**config.mk**
```make
export PLATFORM = sky130hd
export DESIGN_NAME = shiftdn_ctrl
export DESIGN_NICKNAME = d
export VERILOG_FILES = /design/src/rtl/shiftdn_pkg.sv /design/src/rtl/shiftdn_tap_mux.sv /design/src/rtl/shiftdn_ctrl.sv
export SDC_FILE = /design/constraint.sdc
export NUM_CORES = 1
export LEC_CHECK = 0
export CAP_MARGIN = 5
export CORE_AREA = 2 2 519 521
export DETAILED_ROUTE_END_ITERATION = 10
export DIE_AREA = 0 0 521 523
export DONT_BUFFER_PORTS = 1
export HOLD_SLACK_MARGIN = 0.08
export PLACE_DENSITY = 0.3
export REMOVE_ABC_BUFFERS = 1
export SETUP_SLACK_MARGIN = 0.5
export SYNTH_ARGS = -nofsm -noshare
export SYNTH_HDL_FRONTEND = slang
export SYNTH_SLANG_ARGS = --single-unit
```
**constraint.sdc**
```tcl
create_clock -name clk -period 2.56 [get_ports clk]
set_input_delay 0 -clock clk [delete_from_list [all_inputs] [get_ports clk]]
set_output_delay 0 -clock clk [all_outputs]
set_load 0.1 [all_outputs]
```
**src/rtl/shiftdn_pkg.sv**
```systemverilog
// Shared definitions for the SHIFTDN chain controller.
//
// A SHIFTDN instruction is a 134-bit word laid out as
//   {vld[133], data[132:5], smc_id[4:0]}
// The same layout is used for the instruction injected into stage 0 and for
// every stage output tap that the controller samples.
package shiftdn_pkg;

  localparam int unsigned CRD_W  = 134;
  localparam int unsigned DATA_W = 128;
  localparam int unsigned ID_W   = 5;

  localparam int unsigned VLD_BIT  = 133;
  localparam int unsigned DATA_MSB = 132;
  localparam int unsigned DATA_LSB = 5;
  localparam int unsigned ID_MSB   = 4;

  typedef struct packed {
    logic              vld;
    logic [DATA_W-1:0] data;
    logic [ID_W-1:0]   smc_id;
  } crd_t;

  typedef enum logic [1:0] {
    StIdle,
    StIssue,
    StWait,
    StResp
  } state_e;

  // Instruction injected at the head of the chain: valid, empty payload, target ID.
  function automatic crd_t make_shiftdn(input logic [ID_W-1:0] smc_id);
    crd_t c;
    c.vld    = 1'b1;
    c.data   = '0;
    c.smc_id = smc_id;
    return c;
  endfunction

endpackage

```
**src/rtl/shiftdn_tap_mux.sv**
```systemverilog
// NUM_SMC:1 selector of one 134-bit stage output tap.
//
// Ports:
//   taps_i  flattened stage outputs, tap k at [k*CRD_W +: CRD_W]
//   sel_i   stage index to select
//   tap_o   selected tap; all-zero when sel_i does not name an existing stage
//
// Purely combinational so it can be shared with a debug readout path.
module shiftdn_tap_mux
  import shiftdn_pkg::*;
#(
  parameter int unsigned NUM_SMC = 8
) (
  input  logic [NUM_SMC*CRD_W-1:0] taps_i,
  input  logic [ID_W-1:0]          sel_i,
  output logic [CRD_W-1:0]         tap_o
);

  always_comb begin
    tap_o = '0;
    for (int k = 0; k < int'(NUM_SMC); k++) begin
      if (sel_i == ID_W'(k)) begin
        tap_o = taps_i[k*CRD_W +: CRD_W];
      end
    end
  end

endmodule

```
**src/rtl/shiftdn_ctrl.sv**
```systemverilog
// Initiator and collector for the SHIFTDN chain of per-SMC shift-down stages.
//
// A host read request names one SMC. The controller injects a single-cycle
// SHIFTDN instruction into stage 0, waits the fixed propagation latency to
// the addressed stage, samples that stage's tap and returns its data word on
// a valid/ready response channel. rsp_err_o flags an illegal ID (no
// instruction issued) or a tap whose vld/ID fields do not match the request.
//
// Ports:
//   clk               clock
//   rst_n             asynchronous active-low reset
//   req_vld_i         host request valid (host holds it until accepted)
//   req_rdy_o         high while idle; a request is accepted when both are high
//   req_smc_id_i      target SMC ID
//   crd_shiftdn_out_o instruction to stage 0 (single-cycle vld pulse)
//   crd_tap_in_i      flattened stage outputs, tap k at [k*134 +: 134]
//   rsp_vld_o         response valid
//   rsp_rdy_i         host accepts response
//   rsp_data_o        sampled data word
//   rsp_err_o         illegal ID or tap check failure
//
// Latency from request acceptance to rsp_vld_o is id+3 cycles for a legal
// ID and 1 cycle for an illegal one.
module shiftdn_ctrl
  import shiftdn_pkg::*;
#(
  parameter int unsigned NUM_SMC = 8
) (
  input  logic                     clk,
  input  logic                     rst_n,
  input  logic                     req_vld_i,
  output logic                     req_rdy_o,
  input  logic [ID_W-1:0]          req_smc_id_i,
  output logic [CRD_W-1:0]         crd_shiftdn_out_o,
  input  logic [NUM_SMC*CRD_W-1:0] crd_tap_in_i,
  output logic                     rsp_vld_o,
  input  logic                     rsp_rdy_i,
  output logic [DATA_W-1:0]        rsp_data_o,
  output logic                     rsp_err_o
);

  // One extra bit so NUM_SMC=32 is representable in the ID range check.
  localparam logic [ID_W:0] NumSmcW = (ID_W + 1)'(NUM_SMC);

  state_e             state_q;
  logic [ID_W-1:0]    id_q;
  logic [ID_W-1:0]    cnt_q;
  logic [CRD_W-1:0]   crd_q;
  logic               rsp_vld_q;
  logic [DATA_W-1:0]  rsp_data_q;
  logic               rsp_err_q;

  logic [CRD_W-1:0]   tap_sel;
  crd_t               tap_crd;

  shiftdn_tap_mux #(
    .NUM_SMC (NUM_SMC)
  ) u_tap_mux (
    .taps_i (crd_tap_in_i),
    .sel_i  (id_q),
    .tap_o  (tap_sel)
  );

  assign tap_crd = crd_t'(tap_sel);

  always_ff @(posedge clk or negedge rst_n) begin
    if (!rst_n) begin
      state_q    <= StIdle;
      id_q       <= '0;
      cnt_q      <= '0;
      crd_q      <= '0;
      rsp_vld_q  <= 1'b0;
      rsp_data_q <= '0;
      rsp_err_q  <= 1'b0;
    end else begin
      unique case (state_q)
        StIdle: begin
          if (req_vld_i) begin
            id_q <= req_smc_id_i;
            if ({1'b0, req_smc_id_i} >= NumSmcW) begin
              // No such stage: answer immediately without touching the chain.
              rsp_vld_q  <= 1'b1;
              rsp_err_q  <= 1'b1;
              rsp_data_q <= '0;
              state_q    <= StResp;
            end else begin
              crd_q   <= make_shiftdn(req_smc_id_i);
              state_q <= StIssue;
            end
          end
        end

        StIssue: begin
          // Drop vld after one cycle; stage 0 holds its captured copy.
          crd_q   <= '0;
          cnt_q   <= '0;
          state_q <= StWait;
        end

        StWait: begin
          // Stage k shows the fresh result exactly when cnt_q == k; earlier
          // cycles may still show sticky content from a previous request.
          if (cnt_q == id_q) begin
            rsp_vld_q  <= 1'b1;
            rsp_data_q <= tap_crd.data;
            rsp_err_q  <= !(tap_crd.vld && (tap_crd.smc_id == id_q));
            state_q    <= StResp;
          end else begin
            cnt_q <= cnt_q + 1'b1;
          end
        end

        StResp: begin
          // Data and error flag keep their value after the handshake.
          if (rsp_rdy_i) begin
            rsp_vld_q <= 1'b0;
            state_q   <= StIdle;
          end
        end

        default: begin
          state_q <= StIdle;
        end
      endcase
    end
  end

  assign req_rdy_o         = (state_q == StIdle);
  assign crd_shiftdn_out_o = crd_q;
  assign rsp_vld_o         = rsp_vld_q;
  assign rsp_data_o        = rsp_data_q;
  assign rsp_err_o         = rsp_err_q;

endmodule

```
Yosys cells after proc, flatten, opt, wreduce, memory -nomap -nowiden
Index checks and enable logic that the tools add are counted.
{"block": "classes", "addsub": 1, "n_reduce_logical": 14, "mux": 29, "magnitude_cmp": 1, "n_eq_ne": 18}
{"operator": "134-bit two-way mux", "count": 10}
{"operator": "128-bit two-way mux", "count": 3}
{"operator": "134-bit one-hot mux with 2 select lines", "count": 1}
{"operator": "128-bit one-hot mux with 2 select lines", "count": 1}
{"operator": "5-bit by 3-bit equality test with 1-bit output, second input constant", "count": 4}
{"operator": "5-bit by 2-bit equality test with 1-bit output, second input constant", "count": 2}
{"operator": "5-bit equality test", "count": 2}
{"operator": "2-bit inequality test, second input constant", "count": 5}
{"operator": "5-bit one-hot mux with 2 select lines", "count": 1}
{"operator": "2-bit two-way mux", "count": 4}
{"operator": "2-bit one-hot mux with 4 select lines", "count": 1}
{"operator": "3-bit AND reduction", "count": 2}
{"operator": "2-bit nonzero test", "count": 3}
{"operator": "5-bit by 1-bit adder with 5-bit output, second input constant", "count": 1}
{"operator": "5-bit by 1-bit equality test with 1-bit output, second input constant", "count": 1}
{"operator": "5-bit by 4-bit greater-or-equal comparator with 1-bit output, second input constant", "count": 1}
{"operator": "5-bit zero test", "count": 1}
{"operator": "1-bit two-way mux", "count": 5}
{"operator": "5-bit two-way mux", "count": 1}
{"operator": "5-bit AND reduction", "count": 1}
{"operator": "2-bit equality test, second input constant", "count": 2}
{"operator": "2-bit AND reduction", "count": 2}
{"operator": "4-bit AND reduction", "count": 1}
{"operator": "1-bit one-hot mux with 3 select lines", "count": 1}
{"operator": "other kinds (7)", "count": 7}
{"block": "totals", "elab_cells": 70, "in_bits": 1081, "register_bits": 276}

Depth between registers and ports, before layout
{"block": "logic_depth", "ltp_word": 14, "ltp_mapped": 10, "mapped_depth_nobuf": 7}

Cells and area by module
Synthesis repeated with hierarchy kept, for this count alone.
{"block": "hier_totals", "hier_cells": 2011, "hier_area_um2": 17381.7}
{"module": "shiftdn_tap_mux", "cells_each": 1496, "area_each_um2": 10859.2, "instances": 1, "seq_area_each_um2": 0.0}
{"module": "shiftdn_ctrl", "cells_each": 515, "area_each_um2": 6522.5, "instances": 1, "seq_area_each_um2": 3703.6}

Worst setup path after synthesis
OpenSTA, ideal clock, no wires.
{"block": "synth_path", "kind": "register -> register", "startpoint": "register state_q[0]", "endpoint": "register rsp_data_q[0], in the netlist rsp_data_o[0]", "path_slack_ns": -0.085, "arrival_time_ns": 2.525, "path_stages_with_launch": 9, "required_ns": 2.440, "path_cell_list": "dfrtp_1 inv_1 ha_1 clkbuf_1 a2111o_1 clkbuf_1 buf_1 a21oi_1 a21o_1"}
{"block": "synth_via", "elab_chain_len": 3, "elab_cells_between_ends": 8}
{"item": "start, declared", "line": "shiftdn_ctrl.sv:45", "rtl": "state_e state_q;"}
{"item": "start signal, assigned", "line": "shiftdn_ctrl.sv:68", "rtl": "state_q <= StIdle;"}
{"item": "start signal, assigned", "line": "shiftdn_ctrl.sv:85", "rtl": "state_q <= StResp;"}
{"item": "start signal, assigned", "line": "shiftdn_ctrl.sv:88", "rtl": "state_q <= StIssue;"}
{"item": "2-bit zero test (*)"}
{"item": "net req_rdy_o", "line": "shiftdn_ctrl.sv:32", "rtl": "output logic req_rdy_o,"}
{"item": "2-bit by 1-bit inequality test with 1-bit output (no source line), or another cell as far along"}
{"item": "4-bit AND reduction (no source line)"}
{"item": "end signal, assigned", "line": "shiftdn_ctrl.sv:105", "rtl": "rsp_data_q <= tap_crd.data;"}
{"item": "end, declared", "line": "shiftdn_ctrl.sv:50", "rtl": "logic [DATA_W-1:0] rsp_data_q;"}
Mark *: on every way through the listed nets, which the timed path passes. The rest lies on a longest branch.
A chain may end at the register's enable or synchronous reset.

Final worst setup path
{"block": "layout_path", "startpoint": "register id_q[1]", "endpoint": "register rsp_data_q[38], in the netlist rsp_data_o[38]"}
{"block": "layout_via", "elab_chain_len": 11, "elab_cells_between_ends": 21}
{"item": "start, declared", "line": "shiftdn_ctrl.sv:46", "rtl": "logic [ID_W-1:0] id_q;"}
{"item": "start signal, assigned", "line": "shiftdn_ctrl.sv:79", "rtl": "id_q <= req_smc_id_i;"}
{"item": "5-bit zero test", "line": "shiftdn_tap_mux.sv:22", "rtl": "if (sel_i == ID_W'(k)) begin"}
{"item": "134-bit two-way mux (8 in a row)", "line": "shiftdn_tap_mux.sv:22"}
{"item": "128-bit two-way mux", "line": "shiftdn_ctrl.sv:103", "rtl": "if (cnt_q == id_q) begin"}
{"item": "128-bit one-hot mux with 2 select lines", "line": "shiftdn_ctrl.sv:76", "rtl": "unique case (state_q)"}
Several ways; a longest one is shown, not always the timed one. The select of a mux whose other input is x is not followed.

==> flow_metrics.env <==
export IMPL_cts_root_buffer_cell="sky130_fd_sc_hd__clkbuf_16"
export IMPL_cap_viol_max_count=0
export IMPL_final_hold_violation_count=148
export IMPL_cpMaxStageDelayCell="sky130_fd_sc_hd__a222oi_1"
export IMPL_grt_setup_unrepaired="true"
export IMPL_setup_worst_path_end_class="flop"
export IMPL_ys_async_sr_fraction_pct=100
export IMPL_syn_cell_area_um2=13200
export IMPL_drc=0
export IMPL_crit_top_cell="sky130_fd_sc_hd__buf_12"
export IMPL_post_synth_edffs=0
export IMPL_placed_wire_length_estimate_after_detailed_placement_mm=171
export IMPL_post_synth_inst_count=1222
export IMPL_layout_commonest_cell="sky130_fd_sc_hd__dlygate4sd3_1"
export IMPL_die_area_um2=272000
export IMPL_finalSetupTns_ns=-1.52
export IMPL_grt_first_pass_wirelength_mm=240
export IMPL_worst_pin_slew_ns=0.990
export IMPL_final_cell_mix="sky130_fd_sc_hd__dlygate4sd3_1, sky130_fd_sc_hd__buf_4, sky130_fd_sc_hd__dfrtp_1"
export IMPL_globalRouteTotalUtil_pct=14.0
export IMPL_cts_buffers_inserted=21
export IMPL_detail_route_iter0_violations=2083
export IMPL_nNetsFinal=3449
export IMPL_cts_clk_slew_worst_paths_ns=0.10
export IMPL_vias_in_the_first_global_route=18800
export IMPL_worst_setup_path_type="flop to flop"
export IMPL_post_drt_wl_per_cell_um=33.7
export IMPL_final_cells=6042
export IMPL_ant_nets=0
export IMPL_report_final_slew_viol_count=0
export IMPL_synth_ff_type="sky130_fd_sc_hd__dfrtp_1"
export IMPL_vias_per_cell=3.16
export IMPL_crit_chain="buf_12, buf_16, buf_12, mux4_2, a222oi_1, a21oi_1, a21o_1"
export IMPL_io_buf_count=0
export IMPL_synth_largest_type_area_fraction_pct=28.0
export IMPL_critPathRequiredTime_ns=3.03
export IMPL_timing_critical_path_max_delay_family="compound AO/OA/AOI/OAI gates"
export IMPL_worstHoldPathType="input port to async pin"
export IMPL_max_vdd_ir_drop_mv=0.506
export IMPL_worst_r2r_setup_slack_ns=-0.16
export IMPL_grt_overflow_total=0
export IMPL_finalWeightedCongestion=0.973
export IMPL_postSynthAreaPerCell_um2=10.8
export IMPL_yosysSeqAreaShare_pct=28.0
export IMPL_max_clock_path_buffers=3
export IMPL_whs_ns=-0.866
export IMPL_placeableCoreArea_um2=267000
export IMPL_finalCritPeriodShare_pct=106
export IMPL_pre_cts_ws_ns=-0.542
export IMPL_clock_sinks=148
export IMPL_slew_headroom_pct=34.0
export IMPL_setup_violations=25
export IMPL_ys_types=61
export IMPL_starting_density_of_the_core_pct=4.96
export IMPL_failed_checks="negative hold slack, negative setup slack"
export IMPL_seq_cells_post_synth=148
export IMPL_utilization_after_layout_pct=11.7
export IMPL_drive_above_1_share_pct=27.1
export IMPL_nFillCells=30300
export IMPL_slowest_delay_ns=0.85
export IMPL_critical_path_arrival_ns=3.19
export IMPL_vias=19100
export IMPL_powerDensity_nw_per_um2=879
export IMPL_post_route_cell_area_um2=31200
export IMPL_period_needed_ns=2.72
export IMPL_postRouteWirelength_mm=204
export IMPL_cts_tree="done"
export IMPL_num_rows=190
export IMPL_reg_to_reg_start="id_q[1]"
export IMPL_reg2reg_to="rsp_data_o[38]"
export IMPL_static_leakage_nw=11.9
export IMPL_die_height_um=523
export IMPL_achievable_frequency_ghz=0.368
export IMPL_area_growth_synth_to_final_pct=135
export IMPL_initial_antenna_violation_count=267
export IMPL_synth_yosys_warnings=0
export IMPL_timing_clock_skew_ns=0.0153
export IMPL_pin_count=1346
export IMPL_reg2regPathDepth=7
export IMPL_final_critical_path_setup_slack_ns=-0.159
export IMPL_crit_path_max_fanout=4
export IMPL_place_area_um2=19200
export IMPL_kind_of_start_point_of_the_critical_path="flop"
export IMPL_detail_route_first_pass_iterations=7
export IMPL_dp_cells=4909
export IMPL_grt_start_max_net_pins=149
export IMPL_crit_buf_inv=3
export IMPL_outcome="finished, violations left"
export IMPL_dominant_cell_type_by_area_after_synthesis="sky130_fd_sc_hd__dfrtp_1"
export IMPL_ys_top_cells_by_area="sky130_fd_sc_hd__dfrtp_1, sky130_fd_sc_hd__mux4_2, sky130_fd_sc_hd__a222oi_1, sky130_fd_sc_hd__a21o_1, sky130_fd_sc_hd__buf_4"
export IMPL_clock_tree_htree_level_count=4
export IMPL_die_width_um=521
export IMPL_clk_insertion_delay_late_ns=0.57
## cell families after synthesis
logic type,count (synthesis),synth area share [%]
AO/OA/AOI/OAI,576,32.4
buffers and inverters,284,13.1
flip-flops,148,28.0
multiplexers,142,23.0
AND/OR/NAND/NOR,59,2.63
XOR/XNOR,7,0.463
adder cells (fa/ha/maj),5,0.472
other,1,0.0283
## timing repair
action / in CTS / in global routing
hold buffers: 877 / 1
hold endpoints to repair: 291 / 149
endpoints found under the setup margin: 134 / 141
gates resized for setup: 112 / 92
pin swaps: 45 / 76
cloned: 9 / 13
buffers inserted: 38 / 45
## registers in the layout, summed over array words and instances, names as in the netlist
register / count
cnt_q: 5
crd_shiftdn_out_o: 6
id_q: 5
rsp_data_o: 128
rsp_err_o: 1
rsp_vld_o: 1
state_q: 2
## through the flow
stage	power [mW]	hold slack (ns)
final	27.4	-0.866
after global routing	28.7	-0.939
after CTS	26.8	-0.965
after detailed placement	19.6	-0.292
after global placement	19.5	-0.291
after floorplan	11.0	-0.296
## where the power goes
| group | leakage [nW] | internal, mW | total (mW) | switching (mW) |
|---|---|---|---|---|
| sequential | 2.02 | 2.73 | 3.03 | 0.296 |
| combinational | 9.58 | 8.07 | 20.7 | 12.6 |
| clock | 0.352 | 2.05 | 3.70 | 1.65 |
## cell type report
type	count	area [um^2]	area share (%)
diodes	117	293	0.939
clock buffers	24	547	1.75
clock inverters	9	180	0.578
inverters	16	60.1	0.193
multi-input cells	917	8820	28.3
flip-flops and latches	148	3720	11.9
well taps	3552	4440	14.3
repair buffers	1259	13100	42.1
## metal layers
layer	wire length (um)	vias up	track usage (%)
met5	959	-	0
met1	83800	9379	17.3
met2	88500	1679	21.7
li1	-	7328	-
met4	7270	142	4.11
met3	23200	536	6.26
## synth_stat cells (3+ instances only)
master                       n
sky130_fd_sc_hd__buf_6      17
sky130_fd_sc_hd__a222oi_1  128
sky130_fd_sc_hd__and2_1      3
sky130_fd_sc_hd__nor2_1      9
sky130_fd_sc_hd__a211oi_1    3
sky130_fd_sc_hd__o21ai_0    16
sky130_fd_sc_hd__buf_4     130
sky130_fd_sc_hd__nand2b_1    5
sky130_fd_sc_hd__ha_1        5
sky130_fd_sc_hd__a221oi_1    3
sky130_fd_sc_hd__a21o_1    132
sky130_fd_sc_hd__o32ai_1     3
sky130_fd_sc_hd__a21oi_1   138
sky130_fd_sc_hd__buf_2      42
sky130_fd_sc_hd__nand3_1     7
sky130_fd_sc_hd__xnor2_1     6
sky130_fd_sc_hd__clkbuf_1   68
sky130_fd_sc_hd__buf_1      11
sky130_fd_sc_hd__mux4_2    129
sky130_fd_sc_hd__mux2_2      5
sky130_fd_sc_hd__nor3_1      3
sky130_fd_sc_hd__mux2i_1     7
sky130_fd_sc_hd__a22oi_1   129
sky130_fd_sc_hd__inv_1      14
sky130_fd_sc_hd__nand2_1    16
sky130_fd_sc_hd__nand3b_1    3
sky130_fd_sc_hd__dfrtp_1   148
## how the worst max path moves through the flow
stage                  from              to  slack (ns)  depth (start not counted)
finish              id_q[1]  rsp_data_o[38]       -0.16                          7
CTS                 id_q[0]  rsp_data_o[38]       -0.24                          6
detailed placement  id_q[1]  rsp_data_o[38]       -0.54                          7
global placement    id_q[1]  rsp_data_o[38]       -0.48                          7
global route        id_q[0]  rsp_data_o[38]       -0.24                          6
floorplan           id_q[0]   rsp_data_o[0]      -10.95                          5
(Power assumes the default switching activity.)
